`config.mk`:
```
export PLATFORM = sky130hd
export DESIGN_NAME = bcd_seq
export DESIGN_NICKNAME = d
export VERILOG_FILES = /design/src/rtl/bcd_seq.sv
export SDC_FILE = /design/constraint.sdc
export NUM_CORES = 1
export LEC_CHECK = 0
export CORE_AREA = 2 2 63 65
export CTS_CLUSTER_DIAMETER = 150
export DETAILED_ROUTE_END_ITERATION = 8
export DIE_AREA = 0 0 65 67
export GPL_ROUTABILITY_DRIVEN = 0
export MAX_ROUTING_LAYER = met4
export PLACE_DENSITY_LB_ADDON = 0.12
export SLEW_MARGIN = 20
export SYNTH_ARGS = -nofsm -noshare
export SYNTH_HDL_FRONTEND = slang
export SYNTH_SLANG_ARGS = --single-unit
```
`constraint.sdc`:
```
create_clock -name clk -period 3.68 [get_ports clk]
set_clock_uncertainty 0.1 [all_clocks]
set_input_delay 1.104 -clock clk [delete_from_list [all_inputs] [get_ports clk]]
set_output_delay 1.104 -clock clk [all_outputs]
set_load 0.1 [all_outputs]
```
`src/rtl/bcd_seq.sv`:
```
// bcd_seq: sequential binary-to-BCD converter using the double-dabble method.
// The converter runs one shift step per clock and uses valid/ready handshakes
// on both the input and the output side.
//
// Ports:
//   clk        clock, rising edge active
//   rst        asynchronous active-high reset
//   in_valid   num holds a value to convert
//   in_ready   block is IDLE and can accept a value
//   num        unsigned binary value, WIDTH bits
//   out_valid  bcd/overflow hold a finished result (DONE state)
//   out_ready  consumer takes the result
//   bcd        packed BCD result; digit k is at bits [4k+3:4k]
//   overflow   value did not fit in DIGITS digits (bcd is num mod 10^DIGITS)
module bcd_seq #(
   parameter int unsigned WIDTH  = 8,
   parameter int unsigned DIGITS = 3
) (
   input  logic                  clk,
   input  logic                  rst,
   input  logic                  in_valid,
   output logic                  in_ready,
   input  logic [WIDTH-1:0]      num,
   output logic                  out_valid,
   input  logic                  out_ready,
   output logic [4*DIGITS-1:0]   bcd,
   output logic                  overflow
);

   localparam int unsigned BW = 4 * DIGITS;
   localparam int unsigned CW = $clog2(WIDTH + 1);
   localparam int unsigned SW = BW + WIDTH;

   localparam logic [1:0] IDLE  = 2'd0;
   localparam logic [1:0] SHIFT = 2'd1;
   localparam logic [1:0] DONE  = 2'd2;

   logic [1:0]       state_q, state_d;
   logic [WIDTH-1:0] bin_q, bin_d;
   logic [BW-1:0]    bcd_q, bcd_d;
   logic             ovf_q, ovf_d;
   logic [CW-1:0]    cnt_q, cnt_d;

   logic [BW-1:0]    adj_c;
   logic [SW-1:0]    cat_c;

   // Add-3 correction on every digit that is 5 or more, then the joint shift.
   always_comb begin
      logic [3:0] dig;
      adj_c = bcd_q;
      dig   = 4'd0;
      for (int unsigned k = 0; k < DIGITS; k++) begin
         dig = bcd_q[4*k +: 4];
         adj_c[4*k +: 4] = (dig >= 4'd5) ? (dig + 4'd3) : dig;
      end
      cat_c = {adj_c, bin_q} << 1;
   end

   // Next-state and datapath update.
   always_comb begin
      state_d = state_q;
      bin_d   = bin_q;
      bcd_d   = bcd_q;
      ovf_d   = ovf_q;
      cnt_d   = cnt_q;
      case (state_q)
         IDLE: begin
            if (in_valid) begin
               bin_d   = num;
               bcd_d   = '0;
               ovf_d   = 1'b0;
               cnt_d   = CW'(WIDTH);
               state_d = SHIFT;
            end
         end
         SHIFT: begin
            {bcd_d, bin_d} = cat_c;
            // The top bit of the corrected digits is the one shifted out.
            ovf_d = ovf_q | adj_c[BW-1];
            cnt_d = cnt_q - CW'(1);
            if (cnt_q == CW'(1)) begin
               state_d = DONE;
            end
         end
         DONE: begin
            if (out_ready) begin
               state_d = IDLE;
            end
         end
         default: begin
            state_d = IDLE;
         end
      endcase
   end

   // State and datapath registers.
   always_ff @(posedge clk or posedge rst) begin
      if (rst) begin
         state_q <= IDLE;
         bin_q   <= '0;
         bcd_q   <= '0;
         ovf_q   <= 1'b0;
         cnt_q   <= '0;
      end else begin
         state_q <= state_d;
         bin_q   <= bin_d;
         bcd_q   <= bcd_d;
         ovf_q   <= ovf_d;
         cnt_q   <= cnt_d;
      end
   end

   assign in_ready  = (state_q == IDLE);
   assign out_valid = (state_q == DONE);
   assign bcd       = bcd_q;
   assign overflow  = ovf_q;

endmodule

```
==> impl_metrics.json <==
{
  "status": "complete, no violations",
  "cts_buffers": 3,
  "ys_warn_count": 0,
  "finalHoldViolCount": 0,
  "viasPerCell": 5.28,
  "synth.avg_cell_area_um2": 9.71,
  "worstPathRequired_ns": 2.48,
  "post_cts_buffers": 0,
  "worstHoldPathType": "reg2reg",
  "clk_pin_slew_ns": 0.10,
  "routed_wl_um": 3240,
  "end_kind": "primary output",
  "setup.worst_path.start": "state_q[0]$_DFFE_PP0P_",
  "report.final.setup_viol": 0,
  "crit_chain": "nor2b_1, buf_4",
  "core_area_um2": 3610,
  "insertedDiodeCount": 0,
  "die_x_um": 65,
  "timing.rr.start": "state_q[0]$_DFFE_PP0P_",
  "path_max_fanout": 24,
  "rr_worst_depth": 4,
  "drive_gt1_frac": 0.128,
  "crit_path_start_kind": "register",
  "cp_top_family": "flip-flops",
  "holdPathStages": 2,
  "reg2reg_slack_ns": 1.73,
  "wire_per_inst_um": 14.3,
  "critPathKind": "reg2out",
  "grt_pass1_vias": 1196,
  "clkLatencyLatePin_ns": 0.27,
  "fin_tns_setup_ns": 0,
  "synth_area_um2": 1510,
  "drc_errors": 0,
  "cts_resized": 0,
  "synth_cell_types": 29,
  "clock.fmax_mhz": 372,
  "hold_path_startpoint": "bin_q[3]$_DFFE_PP0P_",
  "synth_seq_area_share": 0.449,
  "slew_headroom": 0.560,
  "drtAntennaViolNets": 0,
  "slowest_delay_ns": 0.64,
  "first_iter_violations": 95,
  "boundaryPins": 27,
  "worstMarginPinSlew_ns": 0.660,
  "area_growth_pct": 19.9,
  "grt_max_degree": 28,
  "rsz0062_at_grt": "no",
  "cts_hold_buf": 0,
  "netlist_instances": 155,
  "drv_slew": 0,
  "path_buf_inv": 1,
  "num_rows": 22,
  "min_period_over_period": 0.730,
  "antenna_found_initial": 0,
  "cts_sinks": 27,
  "track_usage": 0.166,
  "die_h_um": 67,
  "cts_htree_levels": 1,
  "clockBufferDepth": 2,
  "worstPathArrival_ns": 1.48,
  "hold_end": "bin_q[3]$_DFFE_PP0P_",
  "syn-num-nets": 175,
  "initial_core_util": 0.417,
  "drv_cap": 0,
  "nNetsFinal": 200,
  "grt_pass1_wl_um": 5430,
  "port_buffers": 26,
  "synth_seq_cells": 27,
  "hpwl_um": 2240,
  "die-area_um2": 4360,
  "dr.pass1.iters": 4,
  "overflow": 0,
  "cp_slowest_cell": "dfrtp_1",
  "cts_tree": "built",
  "cts-root-buf": "clkbuf_8",
  "vias": 1199,
  "period_needed_ns": 2.68,
  "r2r-end": "bcd[2]$_DFFE_PP0P_"
}
==> worst max path at each step <==
| stage | to | cells after the start |
|---|---|---|
| 6_report | out_valid | 2 |
| 4_1_cts | out_valid | 2 |
| 5_1_grt | out_valid | 2 |
| 3_3_place_gp | bcd[7]$_DFFE_PP0P_ | 4 |
| 3_5_place_dp | bcd[10]$_DFFE_PP0P_ | 5 |
| 2_1_floorplan | out_valid | 2 |
==> kinds of logic after synthesis <==
family / share of synthesized area
AO/OA/AOI/OAI: 0.244
XOR/XNOR: 0.0175
adder cells (fa/ha/maj): 0.0665
buffers and inverters: 0.0756
flip-flops: 0.449
multiplexers: 0.0141
AND/OR/NAND/NOR: 0.133
==> metal layers <==
layer,track usage,up-vias,share of wire
li1,-,598,-
met1,0.217,578,0.50
met2,0.260,21,0.45
met3,0.0456,2,0.038
met4,0.0319,0,0.0071
met5,-,-,0
==> stage by stage <==
step | hold WS [ns] | setup WS, ns | cells | area, um^2 | util
final | 0.395 | 0.995 | 227 | 1810 | 0.501
after global routing | 0.440 | 0.856 | 227 | 1810 | 0.501
after global placement | 0.370 | 1.05 | 223 | 1760 | 0.488
after detailed placement | 0.378 | 1.01 | 223 | 1760 | 0.488
after CTS | 0.400 | 0.972 | 227 | 1810 | 0.501
after floorplan | 0.350 | 0.523 | 155 | 1510 | -
==> placed cells by master, fill, tap and decap left out, drive strengths merged, types with 2 or more instances in the layout <==
master / n
o32ai: 2
o31ai: 5
ha: 8
nor2b: 5
a21oi: 8
a32o: 5
and3b: 7
clkbuf: 4
xnor2: 3
o211ai: 3
dfrtp: 27
o21a: 3
nor2: 4
inv: 17
nand2b: 5
nand2: 15
o221ai: 3
buf: 18
o2111ai: 6
clkdlybuf4s50: 11
o21ai: 12
==> tightest hold or removal path: cells and delay by family (launching register included) <==
kind	cells	cell delay (ns)
compound gates	1	0.06
flops	1	0.36
simple gates	1	0.05
==> cells in the mapped netlist (all sizes together) <==
| master | n | area, um^2 |
|---|---|---|
| mux2i | 1 | 10.0 |
| inv | 17 | 63.8 |
| a31oi | 1 | 6.26 |
| a21oi | 8 | 40.0 |
| dfrtp | 27 | 676 |
| xnor2 | 3 | 26.3 |
| and3b | 7 | 61.3 |
| nor3 | 1 | 5.00 |
| o221ai | 3 | 26.3 |
| o22ai | 1 | 6.26 |
| o21ba | 1 | 10.0 |
| o32ai | 2 | 17.5 |
| buf | 7 | 40.0 |
| o2111ai | 6 | 52.6 |
| mux2 | 1 | 11.3 |
| nand2b | 5 | 31.3 |
| a22o | 1 | 8.76 |
| o21bai | 1 | 7.51 |
| nor2 | 4 | 15.0 |
| o211ai | 3 | 22.5 |
| nor2b | 5 | 31.3 |
| ha | 8 | 100 |
| o21ai | 12 | 60.1 |
| o21a | 3 | 22.5 |
| o31ai | 5 | 37.5 |
| a32o | 5 | 50.1 |
| clkbuf | 2 | 10.0 |
| nand2 | 15 | 56.3 |
==> flip-flops by register name (all words and copies together) (netlist names) <==
| name | flops |
|---|---|
| bin_q | 8 |
| state_q | 2 |
| overflow | 1 |
| bcd | 12 |
| cnt_q | 4 |
==> layout make-up <==
| cell class | instances | area [um^2] |
|---|---|---|
| fillers | 341 | 1800 |
| multi-input cells | 102 | 716 |
| flip-flops and latches | 27 | 676 |
| repair buffers | 29 | 245 |
| inverters | 17 | 63.8 |
| well taps | 48 | 60.1 |
| clock buffers | 4 | 45.0 |
Power is not shown: default switching activity piles up to over one toggle a cycle in this logic, so the estimate is an artifact.
